**src/rtl/ntt_pkg.sv**
```systemverilog
// Shared constants, FSM state encoding and stride table for the 128-point
// mixed-radix NTT address sequencer.
package ntt_pkg;

    localparam int N               = 128;
    localparam int ADDR_W          = 7;
    localparam int BEATS_PER_STAGE = 32;
    localparam int NUM_STAGES      = 4;
    localparam int CNT_W           = 5;
    localparam int STAGE_W         = 2;
    localparam int LANES           = 4;

    typedef enum logic [1:0] {
        ST_IDLE = 2'd0,
        ST_RUN  = 2'd1,
        ST_DONE = 2'd2
    } state_e;

    // Index 0 is stage 0: strides 32, 8, 2 for radix-4, 1 for the radix-2 pass.
    localparam logic [NUM_STAGES-1:0][ADDR_W-1:0] STRIDE_TAB = {7'd1, 7'd2, 7'd8, 7'd32};
    localparam logic [NUM_STAGES-1:0][2:0]        STRIDE_LOG = {3'd0, 3'd1, 3'd3, 3'd5};

endpackage

```
**src/rtl/ntt_stage_addr.sv**
```systemverilog
// Combinational map from (stage, beat count) to four butterfly lane addresses
// and the twiddle base exponent.
module ntt_stage_addr
    import ntt_pkg::*;
(
    input  logic [CNT_W-1:0]              cnt,
    input  logic [STAGE_W-1:0]            stage,
    output logic [LANES-1:0][ADDR_W-1:0]  addr,
    output logic [ADDR_W-1:0]             twiddle_exp
);

    logic [ADDR_W-1:0] stride;
    logic [2:0]        stride_log;
    logic [ADDR_W-1:0] cnt_ext;
    logic [ADDR_W-1:0] offset;
    logic [ADDR_W-1:0] group;
    logic [ADDR_W-1:0] base;

    // Stride 1 reduces the radix-4 formula to 4*cnt + m with a zero offset,
    // so the radix-2 stage needs no separate path.
    always_comb begin
        stride      = STRIDE_TAB[stage];
        stride_log  = STRIDE_LOG[stage];
        cnt_ext     = {2'b00, cnt};
        offset      = cnt_ext & (stride - 7'd1);
        group       = cnt_ext >> stride_log;
        base        = (group << (stride_log + 3'd2)) + offset;
        twiddle_exp = offset << {stage, 1'b0};
    end

    generate
        for (genvar gi = 0; gi < LANES; gi++) begin : g_lane
            assign addr[gi] = base + ADDR_W'(gi) * stride;
        end
    endgenerate

endmodule

```
**src/rtl/ntt_address_generator.sv**
```systemverilog
// Address sequencer for the 128-point mixed-radix NTT: FSM, beat counters and
// registered beat outputs. Optional inverse ordering under NTT_INTT_EN.
module ntt_address_generator
    import ntt_pkg::*;
#(
    parameter int ADDR_W = 7
) (
    input  logic              clk,
    input  logic              rst,
    input  logic              start,
    input  logic              ready,
`ifdef NTT_INTT_EN
    input  logic              inverse,
`endif
    output logic [ADDR_W-1:0] addr_0,
    output logic [ADDR_W-1:0] addr_1,
    output logic [ADDR_W-1:0] addr_2,
    output logic [ADDR_W-1:0] addr_3,
    output logic [6:0]        twiddle_exp,
    output logic [1:0]        stage,
    output logic              addr_valid,
    output logic              stage_last,
    output logic              busy,
    output logic              done
);

    state_e                          state_q, state_d;
    logic [CNT_W-1:0]                cnt_q, cnt_d;
    logic [STAGE_W-1:0]              stage_q, stage_d;
    logic                            inv_q, inv_d;
    logic [LANES-1:0][ADDR_W-1:0]    addr_q, addr_d;
    logic [6:0]                      twid_q, twid_d;
    logic                            valid_q, valid_d;
    logic                            last_q, last_d;
    logic                            busy_q, busy_d;
    logic                            done_q, done_d;

    logic                            inv_start;
    logic                            load;
    logic [LANES-1:0][ADDR_W-1:0]    gen_addr;
    logic [6:0]                      gen_twid;

`ifdef NTT_INTT_EN
    assign inv_start = inverse;
`else
    assign inv_start = 1'b0;
`endif

    // Fed with the next-beat indices so the output registers hold the beat
    // that cnt_q/stage_q describe.
    ntt_stage_addr u_stage_addr (
        .cnt         (cnt_d),
        .stage       (stage_d),
        .addr        (gen_addr),
        .twiddle_exp (gen_twid)
    );

    always_comb begin
        state_d = state_q;
        cnt_d   = cnt_q;
        stage_d = stage_q;
        inv_d   = inv_q;
        valid_d = valid_q;
        load    = 1'b0;
        unique case (state_q)
            ST_IDLE, ST_DONE: begin
                // Leaving DONE and accepting a fresh start share the same edge.
                state_d = ST_IDLE;
                if (start) begin
                    state_d = ST_RUN;
                    inv_d   = inv_start;
                    stage_d = inv_start ? 2'd3 : 2'd0;
                    cnt_d   = '0;
                    valid_d = 1'b1;
                    load    = 1'b1;
                end
            end
            ST_RUN: begin
                if (valid_q && ready) begin
                    load = 1'b1;
                    if (cnt_q == CNT_W'(BEATS_PER_STAGE - 1)) begin
                        cnt_d   = '0;
                        stage_d = inv_q ? stage_q - 2'd1 : stage_q + 2'd1;
                        if (stage_q == (inv_q ? 2'd0 : 2'd3)) begin
                            state_d = ST_DONE;
                            valid_d = 1'b0;
                        end
                    end else begin
                        cnt_d = cnt_q + 5'd1;
                    end
                end
            end
            default: state_d = ST_IDLE;
        endcase
        addr_d = load ? gen_addr : addr_q;
        twid_d = load ? gen_twid : twid_q;
        last_d = valid_d && (cnt_d == CNT_W'(BEATS_PER_STAGE - 1));
        busy_d = (state_d != ST_IDLE);
        done_d = (state_d == ST_DONE);
    end

    always_ff @(posedge clk) begin
        if (rst) begin
            state_q <= ST_IDLE;
            cnt_q   <= '0;
            stage_q <= '0;
            inv_q   <= 1'b0;
            addr_q  <= '0;
            twid_q  <= '0;
            valid_q <= 1'b0;
            last_q  <= 1'b0;
            busy_q  <= 1'b0;
            done_q  <= 1'b0;
        end else begin
            state_q <= state_d;
            cnt_q   <= cnt_d;
            stage_q <= stage_d;
            inv_q   <= inv_d;
            addr_q  <= addr_d;
            twid_q  <= twid_d;
            valid_q <= valid_d;
            last_q  <= last_d;
            busy_q  <= busy_d;
            done_q  <= done_d;
        end
    end

    assign addr_0      = addr_q[0];
    assign addr_1      = addr_q[1];
    assign addr_2      = addr_q[2];
    assign addr_3      = addr_q[3];
    assign twiddle_exp = twid_q;
    assign stage       = stage_q;
    assign addr_valid  = valid_q;
    assign stage_last  = last_q;
    assign busy        = busy_q;
    assign done        = done_q;

endmodule
```
**config.mk**
```make
export PLATFORM = sky130hd
export DESIGN_NAME = ntt_address_generator
export DESIGN_NICKNAME = d
export VERILOG_FILES = /design/src/rtl/ntt_pkg.sv /design/src/rtl/ntt_stage_addr.sv /design/src/rtl/ntt_address_generator.sv
export SDC_FILE = /design/constraint.sdc
export NUM_CORES = 1
export LEC_CHECK = 0
export CAP_MARGIN = 20
export CELL_PAD_IN_SITES_DETAIL_PLACEMENT = 1
export CELL_PAD_IN_SITES_GLOBAL_PLACEMENT = 1
export CORE_MARGIN = 3
export CORE_UTILIZATION = 36
export DETAILED_ROUTE_END_ITERATION = 8
export GPL_TIMING_DRIVEN = 0
export PLACE_DENSITY = 0.82
export REMOVE_ABC_BUFFERS = 1
export SLEW_MARGIN = 0
export SYNTH_ARGS = -nofsm -noshare
export SYNTH_HDL_FRONTEND = slang
export SYNTH_SLANG_ARGS = --single-unit
```
**constraint.sdc**
```tcl
create_clock -name clk -period 5.1 [get_ports clk]
set_clock_uncertainty 0.05 [all_clocks]
set_input_delay 1.275 -clock clk [delete_from_list [all_inputs] [get_ports clk]]
set_output_delay 1.275 -clock clk [all_outputs]
set_load 0.005 [all_outputs]
```
After elaboration in Yosys (flattened, before gate mapping)
Cells that the tools add are included.
{"block": "totals", "regBits": 48, "latch_bits": 0, "mem_bits_rw": 0, "rom_bits": 0, "input_bits": 4, "out_inout_bits": 41, "wordCells": 62, "memories": 0}
{"block": "op_classes", "add_sub_neg": 8, "multipliers": 1, "div": 0, "magnitude_cmp": 1, "eq_ne": 6, "shifts": 3, "muxes": 25, "bitwise_logic": 1, "n_reduce_logical": 5}
{"cell": "7-bit adder", "count": 4}
{"cell": "5-bit two-way mux", "count": 3}
{"cell": "7-bit binary-select mux with 2-bit select", "count": 1}
{"cell": "7-bit by 3-bit << shifter with 7-bit output", "count": 2}
{"cell": "2-bit two-way mux", "count": 6}
{"cell": "5-bit equality test (second input constant)", "count": 2}
{"cell": "5-bit one-hot mux with 2 select lines", "count": 1}
{"cell": "2-bit one-hot mux with 2 select lines", "count": 2}
{"cell": "5-bit by 7-bit AND with 7-bit output", "count": 1}
{"cell": "2-bit by 7-bit multiplier with 7-bit output (first input constant)", "count": 1}
{"cell": "1-bit two-way mux", "count": 7}
{"cell": "7-bit two-way mux", "count": 1}
{"cell": "5-bit by 3-bit right shift with 7-bit output", "count": 1}
{"cell": "7-bit by 1-bit subtractor with 7-bit output (second input constant)", "count": 1}
{"cell": "3-bit binary-select mux with 2-bit select", "count": 1}
{"cell": "2-bit equality test (second input constant)", "count": 3}
{"cell": "5-bit by 1-bit adder with 5-bit output (second input constant)", "count": 1}
{"cell": "1-bit one-hot mux with 2 select lines", "count": 2}
{"cell": "3-bit by 2-bit adder with 3-bit output (second input constant)", "count": 1}
{"cell": "2-bit by 3-bit < comparator with 1-bit output (second input constant)", "count": 1}
{"cell": "3-bit two-way mux", "count": 1}
{"cell": "2-bit by 1-bit adder with 2-bit output (second input constant)", "count": 1}
{"cell": "2-bit by 1-bit equality test with 1-bit output (second input constant)", "count": 1}
{"cell": "1-bit logical AND", "count": 2}
{"cell": "3 further kinds", "count": 3}

Longest topological paths before layout
{"block": "logic_depth", "ltp_word": 10, "mapped_depth": 23, "ltp_nobuf": 23}

Cells and area by module
From an unflattened synthesis, not the netlist that was laid out.
{"block": "unflattened", "hier_cells": 347, "hier_area_um2": 2803.9}
{"module": "ntt_address_generator", "instances": 1, "cells_each": 222, "area_per_inst_um2": 1840.5, "seq_area_each_um2": 960.9}
{"module": "ntt_stage_addr", "instances": 1, "cells_each": 125, "area_per_inst_um2": 963.4, "seq_area_each_um2": 0.0}

Least setup slack after synthesis
No wires, ideal clock.
{"block": "synth_path", "path_kind": "input-to-reg", "start": "input port ready", "end": "register addr_q, in the netlist addr_3[6]", "setup_time_ns": 0.062, "arrival_ns": 5.111, "required_time_ns": 4.988, "path_slack_ns": -0.123, "path_stages": 19, "n_path_buf": 1, "path_cell_list": "and4b_1 and3_1 a31oi_4 buf_6 nand2b_1 ha_1 nor2_1 inv_1 fa_1 inv_1 fa_1 ha_1 a21o_1 a21oi_1 o21bai_1 a21oi_1 xor2_1 or3_1 nand3_1"}
{"item": "start, declared", "line_no": "ntt_address_generator.sv:11", "source": "input logic ready,"}
{"item": "end signal, assigned", "line_no": "ntt_address_generator.sv:119", "source": "addr_q <= addr_d;"}
{"item": "end, declared", "line_no": "ntt_address_generator.sv:31", "source": "logic [LANES-1:0][ADDR_W-1:0] addr_q, addr_d;"}

==> impl_results.md <==
- First-pass GRT wire length: 12,700 um
- Antenna diodes: 0
- Rel. slew slack: 43.8%
- Ys async rst share: 0%
- Sw frac: 27.1%
- Std-Cell Rows: 31
- Syn-to-layout area delta: 30.1%
- Synthesis Warnings: 0
- Starting density of the core: 37.4%
- Synthesized cell area: 0.00274 mm2
- Commonest non-fill, non-tap cell in the layout: nand2_1
- Final number of max-transition violations: 0
- Sink Count: 46
- Routed len/inst: 17.4 um
- P_leak: 1.46 nW
- Tot GR Track Use: 18.1%
- Top_reg_cell synth: dfxtp_1
- DRC violation count after routing: 0
- Kind of cell adding the most delay to the critical path: adder cells
- Tcrit/Tclk final: 97.9%
- Post-synth EDFFs: 0
- CP max FO: 6
- Top cell type by total area after synthesis: dfxtp_1
- Gpl congestion: 0.842
- Final Cell Area: 0.00357 mm2
- Post-synth top area share: 33.6%
- CTS tree: done
- CP Class: primary input to register
- Number of global-route vias before repair: 2,588
- Via density: 5.36
- Clock Path Buffers: 2
- Setup violations, final: 0
- Boundary Pins: 45
- Post-DP HPWL: 5040 um
- Crit. End Element: register
- Outcome: finished, final reports clean
- Dominant cells by area after synthesis: dfxtp_1, ha_1, nand2_1, a21oi_1, nor2_1
- Via count: 2,562
- Most frequent cells in the layout: nand2_1, dfxtp_1, clkdlybuf4s50_1
- Mapped Avg Cell Area: 8.44 um2
- Crit path max-delay cell type: ha_1
- Maxcap violations: 0
- Internal: 0.540 mW
- Max H-tree Level: 2
- Die area: 0.00871 mm2
- Netlist cell types: 52
- Setup TNS: 0 ps
- DP Area: 0.00324 mm2
- Data required, critical path: 5300 ps
- Min Tclk post-route: 4990 ps
- Clk pin slew, worst setup/hold paths: 90 ps
- Core Area: 0.00733 mm2
- Initial detailed-routing violation count: 147
- Buffers added on ports: 44
- Worst-Margin Slew: 843 ps
- Clock root buffer: clkbuf_8
- Initial antenna violation count: 0
- Max IR drop VDD: 0.0820 mV
- Fillers: 874
- NumNets Final: 409
- Largest net degree at the start of global routing: 43
- GRT overflow: 0
- Die Ht: 93.3 um
- CP arrival: 5200 ps
- Most common cell on crit path: ha_1
- Share of cells above drive strength 1: 16.6%
- Crit-path cells: buf_2 -> nand3b_1 -> nor2_4 -> mux2_4 -> buf_4 -> nand2_2 -> nor2_2 -> ha_1 -> o21a_1 -> o31a_1 -> a21oi_4 -> ha_1 -> ha_1 -> inv_1 -> o21bai_1 -> a21oi_1 -> xor2_1 -> or3_1 -> nand3_1
- Switch Pwr: 0.200 mW
- CP Buf/Inv Count: 3
- Total Power: 0.741 mW
- Combinational power share: 16.0%
- WHS: 404 ps
- Sequential share of power: 52.1%
- Syn Inst Count: 325
- Die span in x: 93.3 um
- Inst Count DP: 455
- Clock power frac: 31.9%
- Fmax: 200 MHz
- DRT Wirelength: 8310 um
- CP Launch Type: primary input
- Post-synthesis sequential area ratio: 33.6%
- Hold/Removal Path Class: register to register
- Worst-Skew Late Latency: 310 ps
- Cts bufs inserted: 5
- Final ANT Viol Nets: 0
- Cell Count, Final, Fillers Out: 478
- Pre-antenna DRT Iters: 4
- Register bit total from synthesis: 46
- Final Hold Fails: 0
- PD cells: 208 mW/mm2
- Slowest stage delay, CP: 410 ps
- R2r setup slk: 200 ps
sequential cells by signal (all words and copies together) (netlist names):
name / count
addr_0: 7
addr_1: 7
twiddle_exp: 7
addr_2: 6
addr_3: 6
cnt_q: 5
stage: 2
state_q: 2
addr_valid: 1
busy: 1
done: 1
stage_last: 1
metrics by stage:
stage,setup WS (ps),util (%)
CTS,23.2,47.0
finish,106,48.7
floorplan,-124,-
global placement,-1300,44.1
detailed placement,-1440,44.2
global route,-38.1,48.7
cells by family after synthesis:
family                   share of synthesized area, %
AND/OR/NAND/NOR                                  22.3
flip-flops                                       33.6
AO/OA/AOI/OAI                                    18.0
other                                           0.274
buffers and inverters                            5.06
XOR/XNOR                                         5.43
adder cells (fa/ha/maj)                          13.7
multiplexers                                     1.73
worst min-delay path, stage by stage (launching register included):
cell and delay (ps):
dfxtp_1 320, nand2_1 50, a21oi_1 50
synthesized netlist by cell type, types with 4 or more instances:
cell       n
and3_1     4
a21o_1     4
dfxtp_1   46
ha_1      22
a211oi_1   9
xor2_1     4
nand3_1   13
nor2_1    39
clkbuf_1   9
nand2_1   48
o21ai_0    5
nand2b_1   5
inv_1     14
a21oi_1   34
fa_1       5
xnor2_1    8
routing by layer:
layer  vias up  share of wire (%)  wire [um]  GRT usage (%)
li1       1212                  -          -              -
met1      1266                 43       3540           23.7
met2        69                 52       4290           31.1
met3        15                3.7        306           2.41
met4         0                2.2        179           5.13
met5         -                  0          0              0
final cells by class:
class	instances	area [um2]	area share, %
clock buffers	7	86.3	2.42
flip-flops and latches	46	921	25.8
repair buffers	60	577	16.2
clock inverters	1	5.00	0.140
inverters	15	56.3	1.58
well taps	99	124	3.47
multi-input cells	250	1800	50.4
power groups by stage:
stage | clock network, mW | registers [mW] | logic [mW]
2_1_floorplan | 0 | 0.394 | 0.0486
3_3_place_gp | 0 | 0.393 | 0.101
3_5_place_dp | 0 | 0.394 | 0.106
4_1_cts | 0.241 | 0.386 | 0.112
5_1_grt | 0.260 | 0.388 | 0.132
6_report | 0.236 | 0.386 | 0.119
worst paths after layout:
path	depth (start not counted)	from	endpoint
worst max register to register	21	cnt_q[0]$_SDFF_PP0_	addr_3[6]$_SDFFE_PP0P_
worst min-delay path	2	addr_2[1]$_SDFFE_PP0P_	addr_2[1]$_SDFFE_PP0P_
worst max-delay path	19	ready	addr_3[6]$_SDFFE_PP0P_
worst min register to register	2	addr_2[1]$_SDFFE_PP0P_	addr_2[1]$_SDFFE_PP0P_
repair_timing:
action	4_1_cts	5_1_grt
buffers inserted	7	7
endpoints found under the setup margin	16	2
pin swaps	4	6
hold buffers	0	0
resized for setup	20	12
No activity file was read; power rests on OpenSTA's default activity.
